[src/rtl/sp_issue_ctrl.sv]
// sp_issue_ctrl: FIFO-buffered issue sequencer for SP, one instruction in flight; push to res_valid in 3 cycles.
// Host held off by host_ready=!full; results held until res_ready. Option macro: SP_ISSUE_READ_RESP_ONLY_EN.
module sp_issue_ctrl #(
   parameter int FIFO_DEPTH = 4,
   parameter int TIMEOUT    = 8
) (
   input  logic                        clk,
   input  logic                        rst,
   input  logic                        host_valid,
   output logic                        host_ready,
   input  logic [13:0]                 host_instr,
   output logic                        res_valid,
   input  logic                        res_ready,
   output logic [7:0]                  res_data,
   output logic [1:0]                  res_op,
   output logic                        sp_in_valid,
   output logic [13:0]                 sp_instruction,
   input  logic                        sp_out_valid,
   input  logic [7:0]                  sp_out,
   output logic [$clog2(FIFO_DEPTH):0] fifo_count,
   output logic                        timeout_err,
   output logic                        idle
);
   localparam int AW = $clog2(FIFO_DEPTH);
   localparam int CW = AW + 1;
   localparam int WW = $clog2(TIMEOUT);

   localparam logic [1:0] IDLE  = 2'd0;
   localparam logic [1:0] ISSUE = 2'd1;
   localparam logic [1:0] WAIT  = 2'd2;
   localparam logic [1:0] RESP  = 2'd3;

   logic [1:0]    state;
   logic [13:0]   mem [FIFO_DEPTH];
   logic [AW-1:0] wr_ptr;
   logic [AW-1:0] rd_ptr;
   logic [WW-1:0] wdog;
   logic          full;
   logic          empty;
   logic          push;
   logic          pop;
   logic          drop_res;

   assign full       = (fifo_count == CW'(FIFO_DEPTH));
   assign empty      = (fifo_count == '0);
   assign host_ready = !full;
   assign push       = host_valid && !full;
   assign idle       = (state == IDLE) && empty;

`ifdef SP_ISSUE_READ_RESP_ONLY_EN
   // Only read results are worth handing to the host; others just retire.
   assign drop_res = sp_out_valid && (sp_instruction[13:12] != 2'b11);
`else
   assign drop_res = 1'b0;
`endif

   // Every pop is a transition into ISSUE, so this is also the issue strobe.
   always_comb begin
      pop = 1'b0;
      case (state)
         IDLE:    pop = !empty;
         WAIT:    pop = drop_res && !empty;
         RESP:    pop = res_ready && !empty;
         default: pop = 1'b0;
      endcase
   end

   always_ff @(posedge clk) begin
      if (push) mem[wr_ptr] <= host_instr;
   end

   always_ff @(posedge clk or posedge rst) begin
      if (rst) begin
         state          <= IDLE;
         wr_ptr         <= '0;
         rd_ptr         <= '0;
         fifo_count     <= '0;
         wdog           <= '0;
         sp_in_valid    <= 1'b0;
         sp_instruction <= '0;
         res_valid      <= 1'b0;
         res_data       <= '0;
         res_op         <= '0;
         timeout_err    <= 1'b0;
      end else begin
         if (push) wr_ptr <= wr_ptr + AW'(1);
         if (pop)  rd_ptr <= rd_ptr + AW'(1);
         if (push && !pop)
            fifo_count <= fifo_count + CW'(1);
         else if (pop && !push)
            fifo_count <= fifo_count - CW'(1);

         case (state)
            ISSUE: begin
               state       <= WAIT;
               sp_in_valid <= 1'b0;
               wdog        <= '0;
            end
            WAIT: begin
               if (sp_out_valid) begin
                  if (drop_res) begin
                     state <= IDLE;
                  end else begin
                     state     <= RESP;
                     res_valid <= 1'b1;
                     res_data  <= sp_out;
                     res_op    <= sp_instruction[13:12];
                  end
               end else if (wdog == WW'(TIMEOUT - 1)) begin
                  state       <= RESP;
                  res_valid   <= 1'b1;
                  res_data    <= 8'h00;
                  res_op      <= sp_instruction[13:12];
                  timeout_err <= 1'b1;
               end else begin
                  wdog <= wdog + WW'(1);
               end
            end
            RESP: begin
               if (res_ready) begin
                  res_valid <= 1'b0;
                  state     <= IDLE;
               end
            end
            default: begin
            end
         endcase

         // Issue overrides the per-state next state chosen above.
         if (pop) begin
            state          <= ISSUE;
            sp_instruction <= mem[rd_ptr];
            sp_in_valid    <= 1'b1;
         end
      end
   end
endmodule

[config.mk]
export PLATFORM = sky130hd
export DESIGN_NAME = sp_issue_ctrl
export DESIGN_NICKNAME = d
export VERILOG_FILES = /design/src/rtl/sp_issue_ctrl.sv
export SDC_FILE = /design/constraint.sdc
export NUM_CORES = 1
export LEC_CHECK = 0
export BUFFER_PORTS_ARGS = -buffer_cell sky130_fd_sc_hd__buf_2
export CORE_UTILIZATION = 32
export DETAILED_ROUTE_END_ITERATION = 8
export PLACE_DENSITY_LB_ADDON = 0.1
export RECOVER_POWER = 25
export SLEW_MARGIN = 10
export SYNTH_ARGS = -nofsm -noshare
export SYNTH_HDL_FRONTEND = slang
export SYNTH_SLANG_ARGS = --single-unit
[constraint.sdc]
create_clock -name clk -period 3.1 [get_ports clk]
set_clock_uncertainty 0.15 [all_clocks]
set_input_delay 0.31 -clock clk [delete_from_list [all_inputs] [get_ports clk]]
set_output_delay 0.31 -clock clk [all_outputs]
set_load 0.05 [all_outputs]
### After elaboration in Yosys (flattened, before gate mapping)

Memories as Yosys holds them, arrays and structs flattened. A register that Yosys moved wholly into a read port is not among the register bits.
Cells that the tools add are included.

| word-level totals | value |
|---|---|
| RAM bits | 56 |
| output and inout bits | 32 |
| bits in registers | 25 |
| input port bits | 27 |
| memories | 1 |

Memory list:

| memory | words | bits a word | rd ports | clocked after memory_dff | wr ports | RTL line | source |
|---|---|---|---|---|---|---|---|
| mem | 4 | 14 | 1 | 1 | 1 | 34 | `logic [13:0] mem [FIFO_DEPTH];` |

| operators by class | value |
|---|---|
| eq/ne operators | 11 |
| add/sub/neg operators | 5 |
| muxes and demuxes | 23 |
| reduce and logical (&&, ||, !) cells | 22 |
| bitwise logic cells | 1 |

Operators with widths:

| cell | count |
|---|---|
| 8-bit two-way mux | 2 |
| 2-bit two-way mux | 6 |
| 3-bit two-way mux | 4 |
| 3-bit AND reduction | 4 |
| 2-bit nonzero test | 5 |
| 1-bit two-way mux | 7 |
| 3-bit by 1-bit adder with 3-bit output, second input constant | 2 |
| 3-bit == test, second input constant | 2 |
| 2-bit inequality test, second input constant | 3 |
| 3-bit inequality test, second input constant | 2 |
| 2-bit case mux with 3 select lines | 1 |
| 3-bit case mux with 2 select lines | 1 |
| 1-bit logical AND | 5 |
| 2-bit by 1-bit adder with 2-bit output, second input constant | 2 |
| 2-bit == test, second input constant | 2 |
| 1-bit zero test | 4 |
| 4-bit inequality test, second input constant | 1 |
| 1-bit case mux with 2 select lines | 2 |
| 4-bit nonzero test | 1 |
| 3-bit zero test | 1 |
| 3-bit by 1-bit subtractor with 3-bit output, second input constant | 1 |
| 2-bit by 1-bit == test with 1-bit output, second input constant | 1 |
| 2-bit zero test | 1 |
| 2-bit AND reduction | 1 |
| 1-bit inverter | 1 |

### Logic depth before layout (Yosys ltp)

| depth | value |
|---|---|
| word-level depth | 7 |
| mapped depth | 12 |

### Worst setup path after synthesis

OpenSTA, ideal clock, no wires.

| timing | value |
|---|---|
| path type | flip-flop to flip-flop |
| start | register fifo_count[0] |
| end | register fifo_count[1] |
| setup slack | 0.458 ns |
| arrival time | 2.367 ns |
| cell stages (with the launch flop) | 9 |
| path buffers | 1 |
| setup time | 0.125 ns |
| cell sequence | dfrtp_1 nor3_2 nor3_4 buf_6 inv_2 ha_1 inv_1 fa_1 mux2_2 |

| on the way | value |
|---|---|
| cells in the longest elaborated chain, start to end | 7 |
| elaborated cells between the ends (all ways) | 16 |
| those cells by class | 2 x add/sub; 1 x eq/ne; 3 x mux; 10 x reduce/logical |

Ends and longest elaborated chain:

| element | RTL line | source |
|---|---|---|
| from (decl) | 20 | `output logic [$clog2(FIFO_DEPTH):0] fifo_count,` |
| from (signal assigned) | 89 | `fifo_count <= fifo_count + CW'(1);` |
| from (signal assigned) | 91 | `fifo_count <= fifo_count - CW'(1);` |
| 3-bit zero test | 45 | `assign empty = (fifo_count == '0);` |
| 1-bit zero test | 61, 63 |  |
| 1-bit logical AND | 63 | `RESP: pop = res_ready && !empty;` |
| 1-bit case mux with 2 select lines | 60 | `case (state)` |
| 1-bit zero test | 88 | `if (push && !pop)` |
| 1-bit logical AND | 88 |  |
| 3-bit two-way mux or 2-bit nonzero test (tied branches) | -- |  |

Parallel ways exist; a longest one is shown, timed or not. The select of a mux whose other input is x is not followed.
A chain may end at the register's enable or synchronous reset.

### Worst setup path after layout

| timing | value |
|---|---|
| start | register state[0] |
| end | register fifo_count[2] |

| on the way | value |
|---|---|
| cells in the longest elaborated chain, start to end | 5 |
| elaborated cells between the ends (all ways) | 8 |
| those cells by class | 1 x eq/ne; 2 x mux; 5 x reduce/logical |

Ends and longest elaborated chain:

| element | RTL line | source |
|---|---|---|
| from (decl) | 33 | `logic [1:0] state;` |
| from (signal assigned) | 74 | `state <= IDLE;` |
| from (signal assigned) | 95 | `state <= WAIT;` |
| from (signal assigned) | 102 | `state <= IDLE;` |
| 2-bit == test or 2-bit zero test (tied branches) | 60 |  |
| 1-bit case mux with 2 select lines * | 60 |  |
| 1-bit zero test | 88 |  |
| 1-bit logical AND | 88 |  |
| 3-bit two-way mux or 2-bit nonzero test (tied branches) | -- |  |

Every way passes the cells marked *; elsewhere a longest branch is shown, timed or not.

==> impl_metrics.csv <==
group,metric,value,unit
global_route,grt_pass1_wl,11.1,mm
global_route,grt_start_max_net_pins,40,
layout,areaGrowthSynthToFinish,19.0,%
clock_tree,cts_h_tree_depth,3,
synth,most_numerous_cell_in_the_yosys_netlist,"edfxtp_1",
synth,post_synth.cell_area_avg,18.2,um2
clock_tree,clock_path_buffers,2,
synth,synth_sequential_area_ratio,0.685,
power,worst_ir_drop_vdd,0.000586,V
worst_hold_path,timing.hold.worst.class,"in2async",
power,power.total,5360,uW
floorplan,row_count,39,
layout,antenna-diode-count,0,
worst_setup_path,critical_path_arrival,2.53,ns
drt,dr_total_vias,2012,
layout,nets,321,
synth,synthesis.nets,253,
worst_setup_path,crit_path_max_fanout,5,
sta,max_slew.worst_pin.slew,0.896,ns
synth,number_of_synthesized_register_bits,95,
synth,number_of_enable_flip_flop_cells_after_synthesis,56,
worst_setup_path,crit_path_category,"reg2reg",
clock_tree,cts_repair_resize_count,0,
placed_design,numPortBuffers,58,
floorplan,core_area,0.0116,mm2
clock_tree,cts_tree,"done",
floorplan,io_pins,59,
clock_tree,clkLatencyLatePin,0.34,ns
sta,timing.final.max_slew_violations,0,
layout,drive_gt1_frac,0.350,
run,max_cap_viol_count,0,
global_route,number_of_global_route_vias_before_repair,2077,
placed_design,gp_routability_congestion,0.648,
placed_design,place.detailed.instances,413,
global_route,grt_overflow_total,0,
synth,yosys_most_used_dff,"edfxtp_1",
sta,finish_stage_setup_viols,0,
worst_setup_path,critical_path.endpoint_type,"register",
sta,timing.setup.tns,0,ns
clock_tree,post_cts_hold_buffer_count,0,
layout,finish.cell_count_without_fillers,429,
clock_tree,clock-sinks,95,
drt,first_iter_violations,105,
power,lkg_pwr,0.00187,uW
synth,post_synth_design_cell_area,0.00388,mm2
sta,timing.max_slew.rel_slack,0.402,
worst_setup_path,startpoint_type,"register",
drt,drc,6,
sta,final.min_clock_period,2.41,ns
synth,synth_top_cell_area_share,0.433,
placed_design,dp_hpwl,4.35,mm
drt,drt-vias-per-instance,4.69,
sta,layout_worst_path_cycle_share,0.777,
clock_tree,clockRootBuffer,"clkbuf_16",
floorplan,die_height,112,um
drt,detail_route.wl_per_cell,16.4,um
sta,max_freq,0.415,GHz
global_route,initial_antenna_violation_count,0,
synth,yosysWarningCount,0,
synth,synth.distinct_cells,38,
clock_tree,clock_transition_time_at_the_flip_flop_clock_pins_of_the_worst_setup_and_hold_paths,0.07,ns
sta,final-hold-violation-count,0,
synth,synthCells,213,
sta,rsz_0062_raised_after_global_routing,"no",
global_route,grt_use_total,0.120,
status,failing_checks,"DRC",
synth,post-synth-top-area-cell,"edfxtp_1",
floorplan,dieWidth,112,um
drt,dr.pass1.iters,6,
worst_setup_path,critical_path_required,3.22,ns
clock_tree,cts_made_buffers,9,
status,run_status,"finished with violations",
floorplan,start_util,0.334,
clock_tree,post_cts.repair.setup_buffers,0,
synth,synth_common_cells,"56 x edfxtp_1, 39 x dfrtp_1, 12 x ha_1, 11 x nand2_1",
synth,async_reset_ff_frac,0.411,
power,power_density,1160,mW/mm2
drt,route.antenna.remaining_nets,0,
floorplan,fp.dieArea,0.0126,mm2
drt,route.final.wire_length,7.02,mm
synth,synth_top_area_cells,"edfxtp_1 43%, dfrtp_1 25%, mux4_2 4.6%, mux4_1 4.1%, ha_1 3.9%",
[routing by layer]
layer | track usage | up-vias | routed length, um
met3 | 0.0356 | 12 | 367
li1 | - | 942 | -
met2 | 0.195 | 51 | 3330
met1 | 0.149 | 1007 | 3210
met5 | 0 | - | 0
met4 | 0.0533 | 0 | 116
[cell families after synthesis]
family,Yosys count,share of synthesized area
buffers and inverters,16,0.0251
DFF,95,0.685
AOI/OAI and AO/OA,22,0.0445
muxes,31,0.144
and+or+nand+nor,30,0.0442
adders and majority gates,13,0.0438
xor gates and xnor gates,6,0.0135
[cell type report]
class	count	area, um2
Fill cell	1090	7000
Tap cell	143	179
Sequential cell	95	2660
Inverter	9	33.8
Timing Repair Buffer	64	318
Clock inverter	7	78.8
Clock buffer	9	225
Multi-Input combinational cell	102	1130
[path summary, 6_finish.rpt]
path,start,slack (ns),endpoint,cells after the start
worst max-delay path,state[0],0.69,fifo_count[2],10
worst min-delay path,rst,0.01,sp_instruction[1],2
worst max register to register,state[0],0.69,fifo_count[2],10
worst min register to register,timeout_err,0.32,timeout_err,1
max in group asynchronous,rst,2.23,sp_instruction[9],2
min in group clk,sp_out[6],0.04,res_data[6],2
[per-stage QoR]
step	cell area [um2]	util	setup WS (ns)	hold WS [ns]
finish	4620	0.398	0.690	0.0137
global placement	4330	0.373	0.747	0.301
floorplan	3880	-	0.458	0.259
global route	4620	0.398	0.529	0.0284
detailed placement	4330	0.373	0.697	0.306
CTS	4640	0.399	0.673	0.0127
[where the power goes]
part / switching (uW) / leakage, uW / total, uW / internal [uW]
Sequential: 245 / 0.000985 / 2010 / 1770
Clock: 484 / 0.000150 / 1120 / 636
Combinational: 1390 / 0.000737 / 2230 / 846
[flip-flops by register name (all words and copies together) (netlist names)]
name	count
wdog	3
res_valid	1
fifo_count	3
res_data	8
rd_ptr	2
mem	56
wr_ptr	2
timeout_err	1
res_op	2
sp_instruction	14
sp_in_valid	1
state	2
[cells in the final DEF, fill, tap and decap left out, types with 2 or more instances in the layout]
cell	synthesis	final
inv_1	8	7
nand3_1	2	2
clkinv_2	0	2
ha_1	12	12
mux4_2	8	8
clkbuf_16	0	9
inv_2	1	2
o21ai_0	5	5
nand2_1	11	11
buf_4	1	6
a22o_1	9	9
mux2_2	9	9
edfxtp_1	56	56
inv_8	0	2
clkbuf_1	1	14
mux2_4	8	8
dfrtp_1	39	39
and2_1	6	6
xor2_1	3	3
buf_2	2	44
xnor2_1	3	3
nor2_1	4	4
mux4_1	6	6
[worst max-delay path: stages (launching register included)]
cell and delay (ns):
dfrtp_1 0.43, ha_1 0.27, a21oi_1 0.31, nor3_4 0.06, inv_2 0.08, ha_1 0.17, inv_1 0.06, fa_1 0.37
xor2_1 0.17, nor2_1 0.11, xor2_1 0.15
Power figures use the tool's default switching activity.
